$ cat src/rtl/aib_link_bringup_seq.sv
// -----------------------------------------------------------------------------
// aib_link_bringup_seq
//
// Link bring-up sequencer in front of the AIB-to-AXI bridge leader. It walks
// the bridge's AIB control inputs through adapter reset, MAC-ready and the
// DCC/DLL lock requests. It waits for far-side MAC ready and RX alignment,
// then releases the bridge's AXI-side reset and reports link_up. Losing
// far-side ready or alignment while up restarts the sequence at adapter reset.
//
// Optional feature: define AIB_BRINGUP_RETRY_EN to add parameter MAX_RETRY and
// output retry_cnt. With the feature, a wait-state timeout re-enters ADP_RST
// until MAX_RETRY retries have been used. Without it, every timeout goes to
// ERR.
//
// Ports:
//   clk_wr                  sequencer clock
//   rst_wr_n                asynchronous active-low reset
//   i_start                 level: 1 requests bring-up, 0 returns to IDLE
//   m_device_detect         far-side leader/follower detected
//   fs_mac_rdy[N]           far-side MAC ready per channel
//   m_rx_align_done[N]      RX word alignment done per channel
//   ns_adapter_rstn[N]      adapter reset to the bridge (active low)
//   ns_mac_rdy[N]           near-side MAC ready
//   ms_/sl_ rx/tx dcc_dll_lock_req[N]  leader/follower DCC/DLL lock requests
//   bridge_rst_n            AXI-side reset to the bridge
//   link_up                 link operational
//   timeout_err             sticky timeout flag, cleared on IDLE entry
//   state_o                 current state encoding (debug)
//   retry_cnt               retries used (AIB_BRINGUP_RETRY_EN only)
//
// Handshake: none. All inputs are levels sampled on every clk_wr edge. All
// outputs come from flops, so they change on the same edge as state_o.
// -----------------------------------------------------------------------------
module aib_link_bringup_seq #(
    parameter int NBR_CHNLS    = 24,
    parameter int ACTIVE_CHNLS = 1,
    parameter int RST_HOLD_CYC = 16,
    parameter int TIMEOUT_CYC  = 65535,
    parameter int CNT_W        = 16
`ifdef AIB_BRINGUP_RETRY_EN
    ,
    parameter int MAX_RETRY    = 3
`endif
) (
    input  logic                 clk_wr,
    input  logic                 rst_wr_n,
    input  logic                 i_start,
    input  logic                 m_device_detect,
    input  logic [NBR_CHNLS-1:0] fs_mac_rdy,
    input  logic [NBR_CHNLS-1:0] m_rx_align_done,
    output logic [NBR_CHNLS-1:0] ns_adapter_rstn,
    output logic [NBR_CHNLS-1:0] ns_mac_rdy,
    output logic [NBR_CHNLS-1:0] ms_rx_dcc_dll_lock_req,
    output logic [NBR_CHNLS-1:0] ms_tx_dcc_dll_lock_req,
    output logic [NBR_CHNLS-1:0] sl_rx_dcc_dll_lock_req,
    output logic [NBR_CHNLS-1:0] sl_tx_dcc_dll_lock_req,
    output logic                 bridge_rst_n,
    output logic                 link_up,
    output logic                 timeout_err,
    output logic [3:0]           state_o
`ifdef AIB_BRINGUP_RETRY_EN
    ,
    output logic [3:0]           retry_cnt
`endif
);

    localparam logic [3:0] S_IDLE     = 4'd0;
    localparam logic [3:0] S_WAIT_DET = 4'd1;
    localparam logic [3:0] S_ADP_RST  = 4'd2;
    localparam logic [3:0] S_MAC_RDY  = 4'd3;
    localparam logic [3:0] S_LOCK     = 4'd4;
    localparam logic [3:0] S_WAIT_FS  = 4'd5;
    localparam logic [3:0] S_WAIT_AL  = 4'd6;
    localparam logic [3:0] S_LINK_UP  = 4'd7;
    localparam logic [3:0] S_ERR      = 4'd8;

    // Ones on the driven/checked channels, zeros above them.
    localparam logic [NBR_CHNLS-1:0] ACT_MASK = ~({NBR_CHNLS{1'b1}} << ACTIVE_CHNLS);

    logic [3:0]       state;
    logic [3:0]       nxt;
    logic [3:0]       to_dest;
    logic [CNT_W-1:0] cnt;
    logic             all_fs;
    logic             all_al;
    logic             timeout;
    logic             hold_done;
    logic             ctl_on;
    logic             lock_on;

    // Inactive channels are forced to 1 so they never block the AND.
    assign all_fs    = &(fs_mac_rdy | ~ACT_MASK);
    assign all_al    = &(m_rx_align_done | ~ACT_MASK);
    assign timeout   = (cnt == CNT_W'(TIMEOUT_CYC));
    assign hold_done = (cnt == CNT_W'(RST_HOLD_CYC - 1));

`ifdef AIB_BRINGUP_RETRY_EN
    logic [3:0] retry_q;
    logic       retry_take;

    assign to_dest = (retry_q < 4'(MAX_RETRY)) ? S_ADP_RST : S_ERR;
    // ADP_RST reached from a wait state is a retry, except for the detect
    // success path out of WAIT_DET.
    assign retry_take = (nxt == S_ADP_RST) &&
                        ((state == S_WAIT_FS) || (state == S_WAIT_AL) ||
                         ((state == S_WAIT_DET) && !m_device_detect));
    assign retry_cnt  = retry_q;
`else
    assign to_dest = S_ERR;
`endif

    // Success tests come before the timeout test so success wins a tie.
    always_comb begin
        nxt = state;
        case (state)
            S_IDLE:     if (i_start) nxt = S_WAIT_DET;
            S_WAIT_DET: begin
                if (m_device_detect) nxt = S_ADP_RST;
                else if (timeout)    nxt = to_dest;
            end
            S_ADP_RST:  if (hold_done) nxt = S_MAC_RDY;
            S_MAC_RDY:  nxt = S_LOCK;
            S_LOCK:     nxt = S_WAIT_FS;
            S_WAIT_FS: begin
                if (all_fs)       nxt = S_WAIT_AL;
                else if (timeout) nxt = to_dest;
            end
            S_WAIT_AL: begin
                if (all_al)       nxt = S_LINK_UP;
                else if (timeout) nxt = to_dest;
            end
            S_LINK_UP:  if (!(all_fs && all_al)) nxt = S_ADP_RST;
            S_ERR:      nxt = S_ERR;
            default:    nxt = S_IDLE;
        endcase
        // Dropping i_start overrides every other transition.
        if (!i_start) nxt = S_IDLE;
    end

    // Output levels are decoded from the next state and registered, so they
    // line up with state_o on the entry edge.
    assign ctl_on  = (nxt == S_MAC_RDY) || (nxt == S_LOCK) || (nxt == S_WAIT_FS) ||
                     (nxt == S_WAIT_AL) || (nxt == S_LINK_UP);
    assign lock_on = (nxt == S_LOCK) || (nxt == S_WAIT_FS) ||
                     (nxt == S_WAIT_AL) || (nxt == S_LINK_UP);

    always_ff @(posedge clk_wr or negedge rst_wr_n) begin
        if (!rst_wr_n) begin
            state                  <= S_IDLE;
            cnt                    <= '0;
            ns_adapter_rstn        <= '0;
            ns_mac_rdy             <= '0;
            ms_rx_dcc_dll_lock_req <= '0;
            ms_tx_dcc_dll_lock_req <= '0;
            sl_rx_dcc_dll_lock_req <= '0;
            sl_tx_dcc_dll_lock_req <= '0;
            bridge_rst_n           <= 1'b0;
            link_up                <= 1'b0;
            timeout_err            <= 1'b0;
        end else begin
            state <= nxt;
            // cnt restarts on every state change and saturates otherwise.
            if (nxt != state)      cnt <= '0;
            else if (cnt != '1)    cnt <= cnt + 1'b1;
            ns_adapter_rstn        <= ctl_on  ? ACT_MASK : '0;
            ns_mac_rdy             <= ctl_on  ? ACT_MASK : '0;
            ms_rx_dcc_dll_lock_req <= lock_on ? ACT_MASK : '0;
            ms_tx_dcc_dll_lock_req <= lock_on ? ACT_MASK : '0;
            sl_rx_dcc_dll_lock_req <= lock_on ? ACT_MASK : '0;
            sl_tx_dcc_dll_lock_req <= lock_on ? ACT_MASK : '0;
            bridge_rst_n           <= (nxt == S_LINK_UP);
            link_up                <= (nxt == S_LINK_UP);
            if (nxt == S_IDLE)     timeout_err <= 1'b0;
            else if (nxt == S_ERR) timeout_err <= 1'b1;
        end
    end

`ifdef AIB_BRINGUP_RETRY_EN
    // Retries are forgotten once the link comes up or the sequence restarts.
    always_ff @(posedge clk_wr or negedge rst_wr_n) begin
        if (!rst_wr_n)                                retry_q <= '0;
        else if ((nxt == S_IDLE) || (nxt == S_LINK_UP)) retry_q <= '0;
        else if (retry_take)                          retry_q <= retry_q + 1'b1;
    end
`endif

    assign state_o = state;

endmodule
$ cat config.mk
export PLATFORM = sky130hd
export DESIGN_NAME = aib_link_bringup_seq
export DESIGN_NICKNAME = d
export VERILOG_FILES = /design/src/rtl/aib_link_bringup_seq.sv
export SDC_FILE = /design/constraint.sdc
export NUM_CORES = 1
export LEC_CHECK = 0
export BUFFER_PORTS_ARGS = -buffer_cell sky130_fd_sc_hd__buf_2
export CAP_MARGIN = 10
export CORE_ASPECT_RATIO = 0.75
export CORE_MARGIN = 10
export CORE_UTILIZATION = 44
export DETAILED_ROUTE_END_ITERATION = 10
export GPL_TIMING_DRIVEN = 0
export HOLD_SLACK_MARGIN = 0.03
export PLACE_DENSITY_LB_ADDON = 0.2
export SLEW_MARGIN = 25
export SYNTH_ARGS = -nofsm -noshare
export SYNTH_HDL_FRONTEND = slang
export SYNTH_SLANG_ARGS = --single-unit
export TNS_END_PERCENT = 1
$ cat constraint.sdc
create_clock -name clk_wr -period 4.9 [get_ports clk_wr]
set_input_delay 0.49 -clock clk_wr [delete_from_list [all_inputs] [get_ports clk_wr]]
set_output_delay 0.49 -clock clk_wr [all_outputs]
set_load 0.05 [all_outputs]
After elaboration in Yosys (flattened, before gate mapping)
Cells that the tools add are included.

Register bits: 24. Bits of input ports: 52. Word-level logic and storage cells: 51.

Equality and inequality tests: 18. Muxes and demuxes: 14. Reduce and logical (&&, ||, !) cells: 12. $add $sub $neg: 1.

Operators with widths (count): $pmux 4 s9 (1); $eq 4x3->1 const B (8); $mux 16 (2); $mux 4 (7); $add 16x1->16 const B (1); $eq 16x16->1 const B (1); $eq 16x4->1 const B (1); $ne 16x16->1 const B (1); $eq 4x2->1 const B (3); $eq 4x4->1 const B (2); $logic_not 4->1 (2); $logic_or 1x1->1 (7); $eq 4x1->1 const B (1); $mux 1 (4); $ne 4x4->1 (1); $reduce_bool 2->1 (2); $logic_and 1x1->1 (1).

Depth between registers and ports, before layout
Depth in word-level cells: 11. Mapped depth: 8.

Least setup slack after synthesis
OpenSTA, ideal clock, no wires.

Path kind: register to register. Start: reg state[0], in the netlist state_o[0]. End: reg cnt[0]. Setup time: 101 ps. Cell stages (with the launch flop): 7. Arrival: 2048 ps. Setup slack: 2752 ps. Buffers on the path: 1. Path through: dfrtp_1 or3b_1 a211oi_2 nand2_1 a32o_2 buf_6 nor4_1.

Longest elaborated chain between the ends: 6. Elaborated cells between the ends (all ways): 20.

Ends and longest elaborated chain: start, declared (RTL line 80) `logic [3:0] state;`; start signal, assigned (RTL line 161) `state <= nxt;`; $mux 4 (RTL line 119, 126, 130); $mux 4, on equally long branches (RTL line 129, 118, 125); $pmux 4 s9 (RTL line 115) `case (state)`; $mux 4 (RTL line 137) `if (!i_start) nxt = S_IDLE;`; $ne 4x4->1 (*) (RTL line 163) `if (nxt != state) cnt <= '0;`; $mux 16 or $reduce_bool 2->1 (tied branches); end signal, assigned (RTL line 164) `else if (cnt != '1) cnt <= cnt + 1'b1;`; end, declared (RTL line 83) `logic [CNT_W-1:0] cnt;`.

Every way passes the cells marked *; elsewhere a longest branch is shown, timed or not. A chain may end at the register's enable or synchronous reset.

Final worst setup path
Start: reg cnt[4]. End: reg cnt[12].

Longest elaborated chain between the ends: 7. Elaborated cells between the ends (all ways): 15.

Ends and longest elaborated chain: $eq 16x16->1 (RTL line 94) `assign timeout = (cnt == CNT_W'(TIMEOUT_CYC));`; $mux 4 (RTL line 119, 126, 130); $mux 4, on equally long branches (RTL line 129, 118, 125); $pmux 4 s9 (RTL line 115); $mux 4 (RTL line 137); $ne 4x4->1 (RTL line 163); $mux 16 or $reduce_bool 2->1 (tied branches).

Parallel ways exist; a longest one is shown, timed or not. The select of a mux whose other input is x is not followed.

==> metrics <==
critical path type=register to register; Hold Path Class=input port to asynchronous set/reset pin; Fillers=552; Core Region=0.00577 mm^2; Final setup viols=0; clk root buf=clkbuf_8; Final Hold Fails=0; Internal=398 uW; worst-margin pin slew=0.566 ns; Synth async-reset ratio=1.00; Netlist Area Pre-Place=0.00260 mm^2; Synth cell types=50; initial core utilization=0.451; VDD IR-drop max=0.117 mV; Hold-fix buffers, CTS=0; PwrDens=248 mW/mm^2; post-CTS setup buffers=0; number of flops mapped to enable cells by yosys=0; CP Launch Type=register; via count=2018; vias per cell=3.76; initial antenna violation count=0; Core Rows=24; diode count=0; design area=0.00334 mm^2; Power, Total=830 uW; r2r worst-path depth=6; layout cells sized above 1=0.403; r2r setup slk=2.53 ns; Final Max Slew Viols=0; GRT Util Overall=0.126; setup slack after layout=2.53 ns; Post-DP Area=0.00330 mm^2; Highest Clock Rate=422 MHz; Total Neg Setup Slack=0 ns; worst-skew pair later-pin latency=0.26 ns; most common cell after layout, fill and taps aside=buf_4; Slew headroom=0.619; clock sinks=24; DP Worst Slack=2.58 ns; Seq/Total Area, Yosys=0.231; overall routed net length=6210 um; crit end category=register; Avg WL per Cell=11.6 um; ys flop type=dfrtp_1; routability congestion estimate=0.863; Syn Inst Count=301; die height=86.6 um; CP Data Arrival Time=2.50 ns; min cycle time layout=2.37 ns; number of global-route vias before repair=2012; DP Wirelength=5480 um; chip width=109 um; CTS tree=yes; CP max FO=10; Core Util, Final=0.580; leakage=1.99 nW; clock share of power=0.140; RSZ-0062 raised after global routing=no; H-tree depth=1; Congestion Overflow GR=0; sequential share of power=0.279; Max Buffers Root-to-Sink=2; cts bufs inserted=3; most frequent cells in the layout=144 x buf_4, 138 x conb_1, 24 x dfrtp_1; Syn Area/Cell=8.64 um^2; Initial DRT Pass Iterations=4; clock skew=0.00339 ns; Sw Share=0.520; post-cts sizing count=0; first-pass GRT wire length=9950 um; Initial DRC Count=90; WP data required=5.03 ns; flop and latch count out of synthesis=24; clock-pin slew on the worst setup and hold paths=0.08 ns; status=completed; Combinational Power Share=0.581; Tcrit/Tclk final=0.483; layout net count=514; largest net degree at the start of global routing=25; Psw=432 uW; Routed Antenna Nets=0; Synth Warn #=0; max_cap viols=0; die footprint=0.00942 mm^2; # port buffers=18; area delta synth->final=28.6%; Top-Level Pins=203; DRC=0
[cell families (layout without fill, tap and decap cells)]
kind of cell	after synthesis	in the layout	share of synthesized area
buffers and inverters	158	179	0.449
and+or+nand+nor	77	77	0.189
AOI/OAI and AO/OA	25	25	0.0736
DFF	24	24	0.231
xor gates and xnor gates	13	13	0.0438
adders and majority gates	2	2	0.00866
other	1	138	0.00144
muxes	1	1	0.00385
[power groups by stage]
stage               logic [mW]  registers (mW)  clock network [mW]
global placement         0.469           0.233                   0
CTS                      0.473           0.231               0.119
global route             0.510           0.234               0.130
floorplan                0.417           0.248                   0
detailed placement       0.473           0.235                   0
finish                   0.482           0.231               0.116
[final cells by class]
cell class                      count  area [um^2]  share of cell area
Clock buffer                        3         41.3              0.0124
Sequential cell                    24          601               0.180
Buffer                            150         1140               0.340
Multi-Input combinational cell    256         1350               0.403
Tap cell                           78         97.6              0.0292
Timing Repair Buffer               18         90.1              0.0269
Inverter                            8         30.0             0.00898
[synth_stat cells (all sizes together) (3+ instances only)]
cell      n  area share
nor3b     3      0.0087
nand4     5       0.020
nor4     22       0.059
a21oi     4      0.0091
and4      3       0.011
nor2      7       0.010
dfrtp    24        0.23
o21ai     4      0.0077
o211ai    4       0.012
inv       8       0.012
buf     150        0.44
and3      3      0.0082
nor3      5      0.0096
nand3     7       0.013
nand2     9       0.013
xnor2    11       0.037
[per-stage QoR]
stage,hold WS (ns),cells
after floorplan,0.194,438
after global placement,0.457,534
after detailed placement,0.470,534
after CTS,0.225,537
after global routing,0.232,537
final,0.196,537
[critical path: stages (launching register included)]
cell     delay [ns]
dfrtp_1        0.50
nand4_1        0.25
nor4_1         0.44
o22ai_1        0.20
o21ai_0        0.50
buf_4          0.28
nor4_1         0.07
[path summary, 6_finish.rpt]
kind / startpoint / to
max reg2reg: cnt[4] / cnt[12]
max: cnt[4] / cnt[12]
min in group clk_wr: timeout_err / timeout_err
min: rst_wr_n / cnt[4]
min reg2reg: timeout_err / timeout_err
max in group asynchronous: rst_wr_n / cnt[10]
[per-layer routing]
metal | vias up | wire length, um | part of all wire | global-route usage
met5 | - | 0 | 0 | 0
li1 | 1064 | - | - | -
met2 | 91 | 3110 | 0.50 | 0.226
met3 | 2 | 757 | 0.12 | 0.0526
met1 | 861 | 2330 | 0.37 | 0.142
met4 | 0 | 12 | 0.0019 | 0.00836
[sequential cells by signal (all words and copies together) (netlist names)]
name,cells
cnt,16
link_up,1
ns_mac_rdy,1
sl_tx_dcc_dll_lock_req,1
state_o,4
timeout_err,1
Power figures use the tool's default switching activity.
